## src/rtl/slp_seq.sv

```systemverilog
// Multi-output single-layer perceptron: sequential MAC over the input index with all
// neurons in parallel, handshaked in/out, on-line perceptron-rule training pass.
module slp_seq #(
    parameter int IN     = 8,
    parameter int OUT    = 4,
    parameter int I_PREC = 8,
    parameter int W_PREC = 8,
    parameter int R_PREC = 4,
    parameter int RESET  = 0,
    parameter int CNT_W  = 16
) (
    input  logic                   clk,
    input  logic                   reset_,
    input  logic                   in_valid,
    output logic                   in_ready,
    input  logic [IN*I_PREC-1:0]   in,
    input  logic [OUT-1:0]         train,
    input  logic [R_PREC-1:0]      rate,
    input  logic                   t_en,
    output logic                   out_valid,
    input  logic                   out_ready,
    output logic [OUT-1:0]         out,
    output logic [CNT_W-1:0]       err_cnt,
    input  logic                   err_clr
);

    localparam int ACC_W = I_PREC + W_PREC + $clog2(IN + 1) + 1;
    localparam int JW    = $clog2(IN + 1);
    localparam int UW    = W_PREC + I_PREC + R_PREC + 3;
    localparam logic signed [UW-1:0] W_MAX = UW'((2 ** (W_PREC - 1)) - 1);
    localparam logic signed [UW-1:0] W_MIN = ~W_MAX;

    typedef enum logic [1:0] {S_IDLE, S_MAC, S_OUT, S_TRAIN} state_t;
    state_t state;

    logic signed [W_PREC-1:0] w      [OUT][IN+1];
    logic signed [I_PREC-1:0] x_lat  [IN+1];
    logic signed [ACC_W-1:0]  acc    [OUT];
    logic signed [ACC_W-1:0]  acc_nx [OUT];
    logic signed [UW-1:0]     sum    [OUT];
    logic signed [W_PREC-1:0] w_upd  [OUT];
    logic signed [UW-1:0]     delta;
    logic [OUT-1:0]           train_lat;
    logic [R_PREC-1:0]        rate_lat;
    logic                     t_en_lat;
    logic [JW-1:0]            j;
    logic                     last_j;
    logic                     mismatch;

    assign last_j   = (j == JW'(IN));
    assign mismatch = (out != train_lat);

    function automatic logic [31:0] xs_step(input logic [31:0] r);
        logic [31:0] t;
        t = r;
        t = t ^ (t << 13);
        t = t ^ (t >> 17);
        t = t ^ (t << 5);
        return t;
    endfunction

    function automatic logic signed [W_PREC-1:0] w_init(input int unsigned k);
        logic [31:0] r;
        r = 32'd2463534242;
        case (RESET)
            1: return {1'b0, {(W_PREC-1){1'b1}}};
            2: return {1'b1, {(W_PREC-1){1'b0}}};
            3: begin
                for (int unsigned i = 0; i <= k; i++) r = xs_step(r);
                return r[W_PREC-1:0];
            end
            default: return '0;
        endcase
    endfunction

    // x_lat[IN] holds the constant 1 so the bias shares the MAC and training datapath.
    always_comb begin
        delta = UW'($signed({1'b0, rate_lat})) * UW'(x_lat[j]);
        for (int unsigned n = 0; n < OUT; n++) begin
            acc_nx[n] = acc[n] + ACC_W'(w[n][j]) * ACC_W'(x_lat[j]);
            if (train_lat[n] && !out[n])
                sum[n] = UW'(w[n][j]) + delta;
            else if (!train_lat[n] && out[n])
                sum[n] = UW'(w[n][j]) - delta;
            else
                sum[n] = UW'(w[n][j]);
            if (sum[n] > W_MAX)
                w_upd[n] = W_MAX[W_PREC-1:0];
            else if (sum[n] < W_MIN)
                w_upd[n] = W_MIN[W_PREC-1:0];
            else
                w_upd[n] = sum[n][W_PREC-1:0];
        end
    end

    always_ff @(posedge clk or negedge reset_) begin
        if (!reset_) begin
            state     <= S_IDLE;
            in_ready  <= 1'b1;
            out_valid <= 1'b0;
            out       <= '0;
            err_cnt   <= '0;
            j         <= '0;
            train_lat <= '0;
            rate_lat  <= '0;
            t_en_lat  <= 1'b0;
            for (int unsigned n = 0; n < OUT; n++) begin
                acc[n] <= '0;
                for (int unsigned k = 0; k <= IN; k++)
                    w[n][k] <= w_init(n * (IN + 1) + k);
            end
            for (int unsigned k = 0; k <= IN; k++) x_lat[k] <= '0;
        end else begin
            if (err_clr)
                err_cnt <= '0;
            else if (state == S_OUT && out_ready && mismatch && err_cnt != '1)
                err_cnt <= err_cnt + 1'b1;

            case (state)
                S_IDLE: begin
                    if (in_valid) begin
                        for (int unsigned k = 0; k < IN; k++)
                            x_lat[k] <= in[k*I_PREC +: I_PREC];
                        x_lat[IN] <= I_PREC'(1);
                        train_lat <= train;
                        rate_lat  <= rate;
                        t_en_lat  <= t_en;
                        for (int unsigned n = 0; n < OUT; n++) acc[n] <= '0;
                        j        <= '0;
                        in_ready <= 1'b0;
                        state    <= S_MAC;
                    end
                end
                S_MAC: begin
                    for (int unsigned n = 0; n < OUT; n++) acc[n] <= acc_nx[n];
                    if (last_j) begin
                        for (int unsigned n = 0; n < OUT; n++) out[n] <= ~acc_nx[n][ACC_W-1];
                        out_valid <= 1'b1;
                        j         <= '0;
                        state     <= S_OUT;
                    end else begin
                        j <= j + 1'b1;
                    end
                end
                S_OUT: begin
                    if (out_ready) begin
                        out_valid <= 1'b0;
                        j         <= '0;
                        if (t_en_lat && mismatch) begin
                            state <= S_TRAIN;
                        end else begin
                            state    <= S_IDLE;
                            in_ready <= 1'b1;
                        end
                    end
                end
                S_TRAIN: begin
                    for (int unsigned n = 0; n < OUT; n++) w[n][j] <= w_upd[n];
                    if (last_j) begin
                        j        <= '0;
                        in_ready <= 1'b1;
                        state    <= S_IDLE;
                    end else begin
                        j <= j + 1'b1;
                    end
                end
                default: state <= S_IDLE;
            endcase
        end
    end

endmodule

```

## config.mk

```make
export PLATFORM = sky130hd
export DESIGN_NAME = slp_seq
export DESIGN_NICKNAME = d
export VERILOG_FILES = /design/src/rtl/slp_seq.sv
export SDC_FILE = /design/constraint.sdc
export NUM_CORES = 2
export LEC_CHECK = 0
export CAP_MARGIN = 40
export CELL_PAD_IN_SITES_DETAIL_PLACEMENT = 0
export CELL_PAD_IN_SITES_GLOBAL_PLACEMENT = 1
export CORE_UTILIZATION = 35
export CTS_CLUSTER_SIZE = 8
export DETAILED_ROUTE_END_ITERATION = 12
export PLACE_DENSITY = 0.58
export REMOVE_ABC_BUFFERS = 1
export SLEW_MARGIN = 0
export SYNTH_ARGS = -nofsm -noshare
export SYNTH_HDL_FRONTEND = slang
export SYNTH_SLANG_ARGS = --single-unit
```

## constraint.sdc

```tcl
create_clock -name clk -period 12.45 [get_ports clk]
set_clock_uncertainty 0.2 [all_clocks]
set_input_delay 3.1125 -clock clk [delete_from_list [all_inputs] [get_ports clk]]
set_output_delay 3.1125 -clock clk [all_outputs]
set_load 0.01 [all_outputs]
```

==> parameters.txt <==
Parameter                              Value

Run status
  Outcome    complete, no violations

Place
  IO buf count    99
  Final weighted congestion of routability-driven global placement    0.868
  Detailed placement HPWL    103000 um

Logic synthesis
  Portion of netlist area occupied by mux cells    6.32%
  Area of the mapped netlist    43900 sq um
  Count of mapped cells out of synthesis    4688
  Synth Register Bits    474
  List of most frequent post-synthesis cells    sky130_fd_sc_hd__inv_1 (605), sky130_fd_sc_hd__nand2_1 (537), sky130_fd_sc_hd__dfrtp_1 (473)
  Synthesized area per cell    9.36 sq um
  Combinational family with the most area after synthesis    adder cells
  Count of different cell masters after synthesis    90
  Count of synthesis-stage warnings from yosys    0
  Top cell type's share of synthesized area    27.0%
  Library cell occupying the most area in the post-synthesis netlist    sky130_fd_sc_hd__dfrtp_1
  Fraction of the yosys area taken by sequential cells    27.0%
  Ys flop type    sky130_fd_sc_hd__dfrtp_1
  Area fraction in compound gates after synthesis    15.4%
  Top cells by area in the synthesized netlist    sky130_fd_sc_hd__dfrtp_1 (27%), sky130_fd_sc_hd__fa_1 (18%), sky130_fd_sc_hd__ha_1 (9.6%), sky130_fd_sc_hd__inv_1 (5.2%), sky130_fd_sc_hd__nand2_1 (4.6%)
  Ys async rst share    100%
  Synth Area in Simple Gates    13.7%
  Adder-cell share of the synthesized area    27.5%
  XOR/XNOR share of the synthesized area    2.73%
  Number of enable-type register cells in the synthesized netlist    0
  Most used standard cell by instance count after synthesis    sky130_fd_sc_hd__inv_1

CTS
  Post-CTS sizing    0
  Clock Latency Late Sink    700 ps
  Number of buffers created by CTS    72
  Clock tree from TritonCTS    done
  Number of buffers inserted to repair setup after CTS    0
  Clock-pin transition on the worst setup and hold timing paths    50 ps
  CTS Buffer Depth    3
  Buffer type at the clock tree root    sky130_fd_sc_hd__clkbuf_16
  Clock tree sinks    474
  Number of buffers inserted by hold repair at cts    0
  H-tree lvl count    3

STA
  Share of the cycle needed by the critical path after routing    78.8%
  Min Clock Period, post-route    9810 ps
  Setup violation total in the final timing report    0
  Relative slew slack    36.5%
  Hold slack    264 ps
  Slew of the pin with the lowest slew margin    951 ps
  Final count of hold timing violations    0
  Max Transition Viols Final    0
  Fmax    102 MHz
  Setup repair after global routing missed its margin    false

Die
  Floorplan die height    356 um
  Total Die Area    127000 sq um
  Core Box Area    124000 sq um
  I/O pins    100
  Starting density of the core    35.4%
  Floorplan die width    356 um
  Standard-cell rows    129

Detailed routing
  Vias    34300
  Iteration-0 DRC count of the detailed router    2212
  Post-detailed-route wirelength per cell    21.7 um
  Length of the first detailed-routing pass in iterations    7
  Remaining design rule violation count    0
  Post-route antenna net violation count    0
  Total detailed-routing wirelength    139000 um
  Per-cell via count in the routed design    5.33

Global route
  Pin count of the biggest net entering global routing    131
  Vias in the first global route    35200
  Overall track demand over capacity in global routing    22.4%
  Initial antenna violation count    3
  Overall overflow remaining after global route    0
  Wire length of the first global-routing pass    219000 um

Worst setup path
  Most frequent cell on the critical path    sky130_fd_sc_hd__a21oi_1
  WP data required    12770 ps
  Crit end category    register
  Slowest stage cell, crit path    sky130_fd_sc_hd__or4_1
  Critical Path AT    10140 ps
  Longest individual stage delay on the worst path    790 ps
  Startpoint kind of the worst setup timing path    register
  Critical setup path kind    reg -> reg
  Worst-path fanout max    51

Finish
  Ant diodes    0
  Share of cells above drive strength 1    10.2%
  Final standard cell utilization of the core    39.9%
  Fill cells    12400
  Layout Nets    5578
  Growth of design area from synthesis to finish    12.8%

Min path
  Worst min-delay path class    reg -> reg

Flow run
  Total of max-cap violations    0
logic make-up (layout without fill, tap and decap cells):
logic type / Yosys count / after routing
and+or+nand+nor: 1332 / 1332
AOI/OAI and AO/OA: 974 / 974
buffers and inverters: 837 / 944
adders and majority gates: 730 / 730
DFF: 474 / 474
muxes: 204 / 204
xor gates and xnor gates: 137 / 137
final cells by class:
cell class | instances | area (sq um) | share of cell area (%)
Multi-Input combinational cell | 3377 | 29000 | 58.6
Sequential cell | 474 | 11900 | 24.0
Inverter | 610 | 2290 | 4.63
Timing Repair Buffer | 235 | 2130 | 4.30
Tap cell | 1637 | 2050 | 4.14
Clock buffer | 87 | 1870 | 3.77
Clock inverter | 12 | 259 | 0.523
layer usage:
| metal | wire length (um) | track usage [%] | part of all wire, % |
|---|---|---|---|
| met5 | 0 | 0 | 0 |
| met3 | 5550 | 2.46 | 4.0 |
| met1 | 66400 | 32.0 | 48 |
| met4 | 2610 | 5.16 | 1.9 |
| met2 | 64800 | 36.3 | 46 |
sequential cells by signal, summed over array words and instances (netlist names):
| name | count |
|---|---|
| w | 288 |
| acc | 84 |
| x_lat | 65 |
| err_cnt | 16 |
| j | 4 |
| out | 4 |
| rate_lat | 4 |
| train_lat | 4 |
| state | 2 |
| in_ready | 1 |
| out_valid | 1 |
| t_en_lat | 1 |
metrics by stage:
step / worst slack, ps / area (sq um) / TNS [ps] / instances
after global routing: 2010 / 49500 / 0 / 6432
after global placement: 2550 / 47000 / 0 / 6297
final: 2640 / 49500 / 0 / 6432
after CTS: 2700 / 49500 / 0 / 6432
after detailed placement: 2730 / 47400 / 0 / 6333
after floorplan: -1280 / 43000 / -123550 / 4461
final timing paths:
| path | slack [ps] | endpoint | start | cells past startpoint |
|---|---|---|---|---|
| min in group asynchronous | 2270 | w[100] | reset_ | 1 |
| max in group asynchronous | 7740 | acc[47] | reset_ | 3 |
| min reg2reg | 260 | x_lat[0] | x_lat[0] | 1 |
| min | 260 | x_lat[0] | x_lat[0] | 1 |
| max reg2reg | 2640 | w[244] | j[0] | 30 |
| max | 2640 | w[244] | j[0] | 30 |
placed cells by master, fill, tap and decap left out, types with 67 or more instances in the layout:
| cell | n |
|---|---|
| sky130_fd_sc_hd__nor3_1 | 83 |
| sky130_fd_sc_hd__o41ai_1 | 67 |
| sky130_fd_sc_hd__buf_4 | 112 |
| sky130_fd_sc_hd__o21ai_0 | 228 |
| sky130_fd_sc_hd__clkbuf_16 | 72 |
| sky130_fd_sc_hd__ha_1 | 337 |
| sky130_fd_sc_hd__fa_1 | 393 |
| sky130_fd_sc_hd__dfrtp_1 | 469 |
| sky130_fd_sc_hd__nand2_1 | 527 |
| sky130_fd_sc_hd__xnor2_1 | 80 |
| sky130_fd_sc_hd__a21oi_1 | 171 |
| sky130_fd_sc_hd__nor2_1 | 386 |
| sky130_fd_sc_hd__inv_1 | 605 |
| sky130_fd_sc_hd__clkdlybuf4s50_1 | 98 |
| sky130_fd_sc_hd__mux2_2 | 114 |
| sky130_fd_sc_hd__o31ai_1 | 68 |
critical path: cells and delay by family, from the launching register on:
kind	cells	cell delay, ps
buffers and inverters	6	1720
adder cells (fa/ha/maj)	5	1750
XOR/XNOR	1	420
AND/OR/NAND/NOR	6	1950
AO/OA/AOI/OAI	12	2920
flip-flops	1	640
Power is not shown: default switching activity piles up to over one toggle a cycle in this logic, so the estimate is an artifact.
